`src/rtl/inst_memory_pipe.sv`:
```
`default_nettype none
// ============================================================================
// Module   : inst_memory_pipe
// Brief    : Instruction memory with valid/ready fetch, program-load port,
//            post-reset clear sequence and out-of-range exceptions.
// Revision : 1.0 - initial release
// ============================================================================
module inst_memory_pipe #(
  parameter int INSTR_ADDR_WIDTH     = 16,
  parameter int INSTR_DATA_BIT_WIDTH = 16,
  parameter int INSTR_MEM_SIZE       = 64,
  parameter int READ_LATENCY         = 1
) (
  input  logic                            clk,
  input  logic                            rst,
  input  logic                            req_valid,
  input  logic [INSTR_ADDR_WIDTH-1:0]     req_addr,
  output logic                            req_ready,
  output logic                            rsp_valid,
  output logic [INSTR_DATA_BIT_WIDTH-1:0] rsp_data,
  output logic                            rsp_exc,
  input  logic                            ld_en,
  input  logic [INSTR_ADDR_WIDTH-1:0]     ld_addr,
  input  logic [INSTR_DATA_BIT_WIDTH-1:0] ld_data,
  output logic                            ld_err,
  output logic                            exc_flag,
  input  logic                            exc_clr
);

  localparam int c_idx_w = $clog2(INSTR_MEM_SIZE);
  localparam logic [INSTR_ADDR_WIDTH:0] c_size = (INSTR_ADDR_WIDTH+1)'(INSTR_MEM_SIZE);
  localparam logic [c_idx_w-1:0] c_last = c_idx_w'(INSTR_MEM_SIZE - 1);

  typedef enum logic [0:0] {S_INIT = 1'b0, S_RUN = 1'b1} state_t;

  state_t                          r_state, w_state_nxt;
  logic [c_idx_w-1:0]              r_clr_cnt, w_clr_cnt_nxt;
  logic [INSTR_DATA_BIT_WIDTH-1:0] r_mem [INSTR_MEM_SIZE];

  logic                            r_pv [READ_LATENCY];
  logic [INSTR_DATA_BIT_WIDTH-1:0] r_pd [READ_LATENCY];
  logic                            r_pe [READ_LATENCY];
  logic                            r_ld_err;
  logic                            r_exc_flag;

  logic                            w_req_in_range;
  logic                            w_ld_in_range;
  logic                            w_accept;
  logic                            w_we;
  logic [c_idx_w-1:0]              w_waddr;
  logic [INSTR_DATA_BIT_WIDTH-1:0] w_wdata;
  logic                            w_exc_set;

  // Full-width compares: addresses beyond the array never alias onto it.
  assign w_req_in_range = {1'b0, req_addr} < c_size;
  assign w_ld_in_range  = {1'b0, ld_addr} < c_size;

  assign req_ready = (r_state == S_RUN) && !ld_en;
  assign w_accept  = req_valid && req_ready;

  always_ff @(posedge clk or negedge rst) begin
    if (!rst) begin
      r_state   <= S_INIT;
      r_clr_cnt <= '0;
    end else begin
      r_state   <= w_state_nxt;
      r_clr_cnt <= w_clr_cnt_nxt;
    end
  end

  always_comb begin
    w_state_nxt   = r_state;
    w_clr_cnt_nxt = r_clr_cnt;
    w_we          = 1'b0;
    w_waddr       = ld_addr[c_idx_w-1:0];
    w_wdata       = ld_data;
    case (r_state)
      S_INIT: begin
        w_we          = 1'b1;
        w_waddr       = r_clr_cnt;
        w_wdata       = '0;
        w_clr_cnt_nxt = r_clr_cnt + c_idx_w'(1);
        if (r_clr_cnt == c_last) begin
          w_state_nxt   = S_RUN;
          w_clr_cnt_nxt = '0;
        end
      end
      S_RUN: begin
        w_we = ld_en && w_ld_in_range;
      end
      default: w_state_nxt = S_INIT;
    endcase
  end

  always_ff @(posedge clk) begin
    if (w_we) begin
      r_mem[w_waddr] <= w_wdata;
    end
  end

  // Data and exception bits only advance with a valid token, so the output
  // stage holds the last response while idle.
  always_ff @(posedge clk or negedge rst) begin
    if (!rst) begin
      for (int k = 0; k < READ_LATENCY; k++) begin
        r_pv[k] <= 1'b0;
        r_pd[k] <= '0;
        r_pe[k] <= 1'b0;
      end
    end else begin
      r_pv[0] <= w_accept;
      if (w_accept) begin
        r_pd[0] <= w_req_in_range ? r_mem[req_addr[c_idx_w-1:0]] : '0;
        r_pe[0] <= !w_req_in_range;
      end
      for (int k = 1; k < READ_LATENCY; k++) begin
        r_pv[k] <= r_pv[k-1];
        if (r_pv[k-1]) begin
          r_pd[k] <= r_pd[k-1];
          r_pe[k] <= r_pe[k-1];
        end
      end
    end
  end

  assign rsp_valid = r_pv[READ_LATENCY-1];
  assign rsp_data  = r_pd[READ_LATENCY-1];
  assign rsp_exc   = r_pe[READ_LATENCY-1];

  assign w_exc_set = (rsp_valid && rsp_exc) || r_ld_err;

  always_ff @(posedge clk or negedge rst) begin
    if (!rst) begin
      r_ld_err   <= 1'b0;
      r_exc_flag <= 1'b0;
    end else begin
      r_ld_err <= (r_state == S_RUN) && ld_en && !w_ld_in_range;
      if (w_exc_set) begin
        r_exc_flag <= 1'b1;
      end else if (exc_clr) begin
        r_exc_flag <= 1'b0;
      end
    end
  end

  assign ld_err   = r_ld_err;
  assign exc_flag = r_exc_flag;

endmodule
`default_nettype wire
```
`config.mk`:
```
export PLATFORM = sky130hd
export DESIGN_NAME = inst_memory_pipe
export DESIGN_NICKNAME = d
export VERILOG_FILES = /design/src/rtl/inst_memory_pipe.sv
export SDC_FILE = /design/constraint.sdc
export NUM_CORES = 1
export LEC_CHECK = 0
export CAP_MARGIN = 20
export CORE_ASPECT_RATIO = 1.1
export CORE_UTILIZATION = 52
export CTS_BUF_LIST = sky130_fd_sc_hd__clkbuf_8
export CTS_CLUSTER_SIZE = 25
export DETAILED_ROUTE_END_ITERATION = 16
export DONT_BUFFER_PORTS = 1
export GPL_ROUTABILITY_DRIVEN = 0
export PLACE_DENSITY = 0.67
export SYNTH_ARGS = -nofsm -noshare
export SYNTH_HDL_FRONTEND = slang
export SYNTH_SLANG_ARGS = --single-unit
```
`constraint.sdc`:
```
create_clock -name clk -period 2.9 [get_ports clk]
set_clock_uncertainty 0.15 [all_clocks]
set_input_delay 0.435 -clock clk [delete_from_list [all_inputs] [get_ports clk]]
set_output_delay 0.435 -clock clk [all_outputs]
set_load 0.05 [all_outputs]
```
==> reports/results.txt <==
The number of failing setup endpoints in the final timing report was 1. The via count of the routed design is 19,700, and the maximum fanout count along the critical path is 253. In this run the cell area of the synthesized design comes to 40,600 um^2. The wire length per cell after detailed routing is 30.2 um. The tools report the library cell used as clock root buffer as sky130_fd_sc_hd__clkbuf_8.

Yosys printed 0 warnings. The fraction of post-synthesis cell area in the top cell type by area is 0.757. In this run, the number of DRC markers left after iteration 0 of detailed routing was 2,408. STA classifies the critical path endpoint as a register.

The via density per instance is 6.13. Once detail routing completed, the nets flagged for antenna violations numbered 0. The finished layout cell area came out at 45,700 um^2. Final hold analysis gives a worst-case slack of 0.0726 ns.

The via count of the first global-routing pass is 20,300, and the number of I/O pins is 74. The logs give 0.773 for the sequential-to-total area share from yosys stat and 0 for the sum of overflow across all layers after global routing. By area the synthesized netlist is led by sky130_fd_sc_hd__edfxtp_1 (76%), sky130_fd_sc_hd__mux4_2 (14%), sky130_fd_sc_hd__mux2i_1 (2.6%), sky130_fd_sc_hd__dfrtp_1 (1.7%), sky130_fd_sc_hd__a22oi_1 (0.98%). For this design the static power due to leakage is 12.4 nW. The fill cell total of the finished layout was 5,632; the standard cell area after detailed placement was 42,600 um^2. CTS built an H-tree with a depth of 4.

In the final timing run, aggregate negative setup slack is -0.0141 ns. The hold-critical path depth works out to 2. The count of distinct cell types in the synthesized netlist came out at 36. The first global-routing pass estimated 141,000 um of wire. The layout overhead on the synthesized area works out to 12.5%. The critical path launch point type is an input pin.

The sequential cell area is 31,400 um^2, and the total track usage is 0.255. The clock passes through at most 3 buffers. TritonCTS built the clock tree. The checks that failed: setup timing.

Gate count of the mapped netlist: 1,853. The tools report the post-layout worst setup margin as -0.0141 ns. The proportion of synthesized flip-flops having asynchronous set or reset works out to 0.0257. After synthesis the netlist holds a flip-flop and latch count of 1,051.

For the pin with the worst max-slew slack, the measured transition is 1.16 ns. For this design the ratio of total power to cell area is 607 nW/um^2. The worst path required time was 3.44 ns; the max-slew violation total from the final report was 0. Input and output buffers added on the ports amount to 0. The die boundary height was 295 um; the register-to-register path setup slack was 0.09 ns. In the layout the commonest cells are sky130_fd_sc_hd__edfxtp_1 (1,024), sky130_fd_sc_hd__mux4_2 (256), sky130_fd_sc_hd__clkbuf_8 (161).

Post-route clock period utilization: 1.00. The wire-length estimate of the detail-placed layout is 56,400 um. The library cell used most frequently in the layout, excluding fill and tap cells, is sky130_fd_sc_hd__edfxtp_1. Clock tree synthesis inserted a total of 157 buffers. The tool flagged a number of max-cap violations equal to 0. After detailed routing, the total wire length is 97,100 um. For the worst endpoint data arrival time, the log shows 3.45 ns. Total power for the finished layout comes to 27.8 mW. The number of standard-cell rows in the floorplan came out at 107. The flow ran to the end, but the final reports show violations. The pre-antenna-repair detailed-routing pass consisted of 8 iterations.

For the count of clock tree sinks, the log shows 1,051. The path class of the tightest hold or removal check is input pin to register. The initial antenna violation count is 6, and the clock insertion delay at the later pin of the skew report is 0.81 ns.

Entering global routing, the biggest net connects 254 pins. Counting cells, the worst reg-to-reg path comes to 7. The commonest register cell after synthesis was sky130_fd_sc_hd__edfxtp_1. The run gives 0.000422 V as the worst IR drop on VDD. The die covers 79,300 um^2. Post-CTS timing repair inserted 0 buffers for setup. For this run, the post-layout net count is 2,114. For the count of final hold-check violations, the log shows 0. The run gives 0.219 as the worst relative slew slack. Of all cell types, the one taking the most synthesized area is sky130_fd_sc_hd__edfxtp_1. The critical path is of the input pin to register type.

Setup repair after global routing left no endpoint under its margin. The final routed DRC violation total came out at 0. The run gives 1,907 as the net count after synthesis. The worst hold path begins at ld_data[10].

The die is 269 um wide. The floorplan core area was 77,400 um^2. The share of post-route cells with drive strength above 1 is 0.271. Counting flops with a built-in enable in the synthesized netlist gives 1,024. Averaged over all synthesized cells, the footprint is 21.9 um^2.

For the initial standard-cell utilization of the core, the log shows 0.525. The end of the worst register-to-register path was rsp_data[14]. The terminating pin of the worst hold path is r_mem[60][10]. The time the worst path needs with I/O delays and setup was 2.91 ns.

Reg-to-reg startpoint: r_mem[55][14]. The area taken by multi-input logic gates was 8640 um^2; the clock transition at the registers of the reported paths was 0.06 ns. Timing would allow up to 343 MHz.
==> timing repair <==
item / 4_1_cts / 5_1_grt
endpoints found under the hold margin: 63 / 0
hold buffers: 23 / 0
resized for setup: 0 / 1
endpoints found under the setup margin: 0 / 483
==> state kept, by name, summed over array words and instances (netlist names) <==
| signal | flops |
|---|---|
| rsp_data | 16 |
| rsp_valid | 1 |
| r_mem | 1024 |
| r_state | 1 |
| rsp_exc | 1 |
| ld_err | 1 |
| r_clr_cnt | 6 |
| exc_flag | 1 |
==> Yosys cell counts (5+ instances only) <==
library cell,count
sky130_fd_sc_hd__and2_1,18
sky130_fd_sc_hd__nor2b_1,5
sky130_fd_sc_hd__a221oi_1,5
sky130_fd_sc_hd__edfxtp_1,1024
sky130_fd_sc_hd__mux2i_1,105
sky130_fd_sc_hd__mux4_2,256
sky130_fd_sc_hd__buf_4,18
sky130_fd_sc_hd__nor2_1,75
sky130_fd_sc_hd__inv_1,7
sky130_fd_sc_hd__buf_2,31
sky130_fd_sc_hd__buf_6,14
sky130_fd_sc_hd__nand2_1,76
sky130_fd_sc_hd__clkbuf_1,30
sky130_fd_sc_hd__nand3_1,52
sky130_fd_sc_hd__nand4_1,20
sky130_fd_sc_hd__a22oi_1,53
sky130_fd_sc_hd__dfrtp_1,27
==> power breakdown <==
group / leakage (nW) / switching (mW) / internal [mW]
sequential: 7.49 / 0.000000000000000545 / 16.4
clock: 1.67 / 5.46 / 5.52
combinational: 3.19 / 0.140 / 0.228
total: 12.4 / 5.60 / 22.2
==> stage by stage <==
stage | worst slack [ns] | cells | util
6_report | -0.0141 | 3217 | 0.591
5_1_grt | 0.00849 | 3216 | 0.591
4_1_cts | 0.0895 | 3215 | 0.591
3_5_place_dp | 0.108 | 2913 | 0.551
3_3_place_gp | 0.0789 | 2913 | 0.551
2_1_floorplan | 0.252 | 1853 | -
==> layout make-up <==
class,instances,share of cell area
multi-input cells,700,0.189
flip-flops and latches,1051,0.688
clock buffers,161,0.0485
well taps,1035,0.0283
inverters,8,0.000657
repair buffers,142,0.0324
diodes,2,0.000109
clock inverters,118,0.0135
==> cells by family after synthesis <==
logic type | count (synthesis) | share of synthesized area
adder cells (fa/ha/maj) | 1 | 0.000308
AO/OA/AOI/OAI | 73 | 0.0134
buffers and inverters | 102 | 0.0146
flip-flops | 1051 | 0.773
XOR/XNOR | 2 | 0.000431
multiplexers | 365 | 0.169
AND/OR/NAND/NOR | 259 | 0.0290
==> worst max-delay path by stage <==
| stage | from | endpoint | slack [ns] | cells past startpoint |
|---|---|---|---|---|
| after floorplan | ld_addr[10] | r_mem[41][0] | 0.25 | 5 |
| after detailed placement | r_state | r_mem[5][4] | 0.11 | 5 |
| after CTS | r_mem[49][14] | rsp_data[14] | 0.09 | 7 |
| final | req_addr[1] | rsp_data[14] | -0.01 | 7 |
| after global placement | ld_addr[10] | r_mem[31][8] | 0.08 | 7 |
| after global routing | r_mem[55][14] | rsp_data[14] | 0.008 | 7 |
==> per-layer routing <==
metal,track usage,share of wire
met5,0,0.00029
met4,0.0874,0.030
met3,0.0703,0.095
met2,0.407,0.49
met1,0.341,0.38
==> worst max-delay path, stage by stage <==
cell,delay [ns]
sky130_fd_sc_hd__mux4_2,0.85
sky130_fd_sc_hd__a221oi_1,0.30
sky130_fd_sc_hd__dlygate4sd3_1,0.59
sky130_fd_sc_hd__nand2_1,0.08
sky130_fd_sc_hd__nand4_1,0.09
sky130_fd_sc_hd__dlygate4sd3_1,0.55
sky130_fd_sc_hd__nand3_1,0.07
Power figures use the tool's default switching activity.
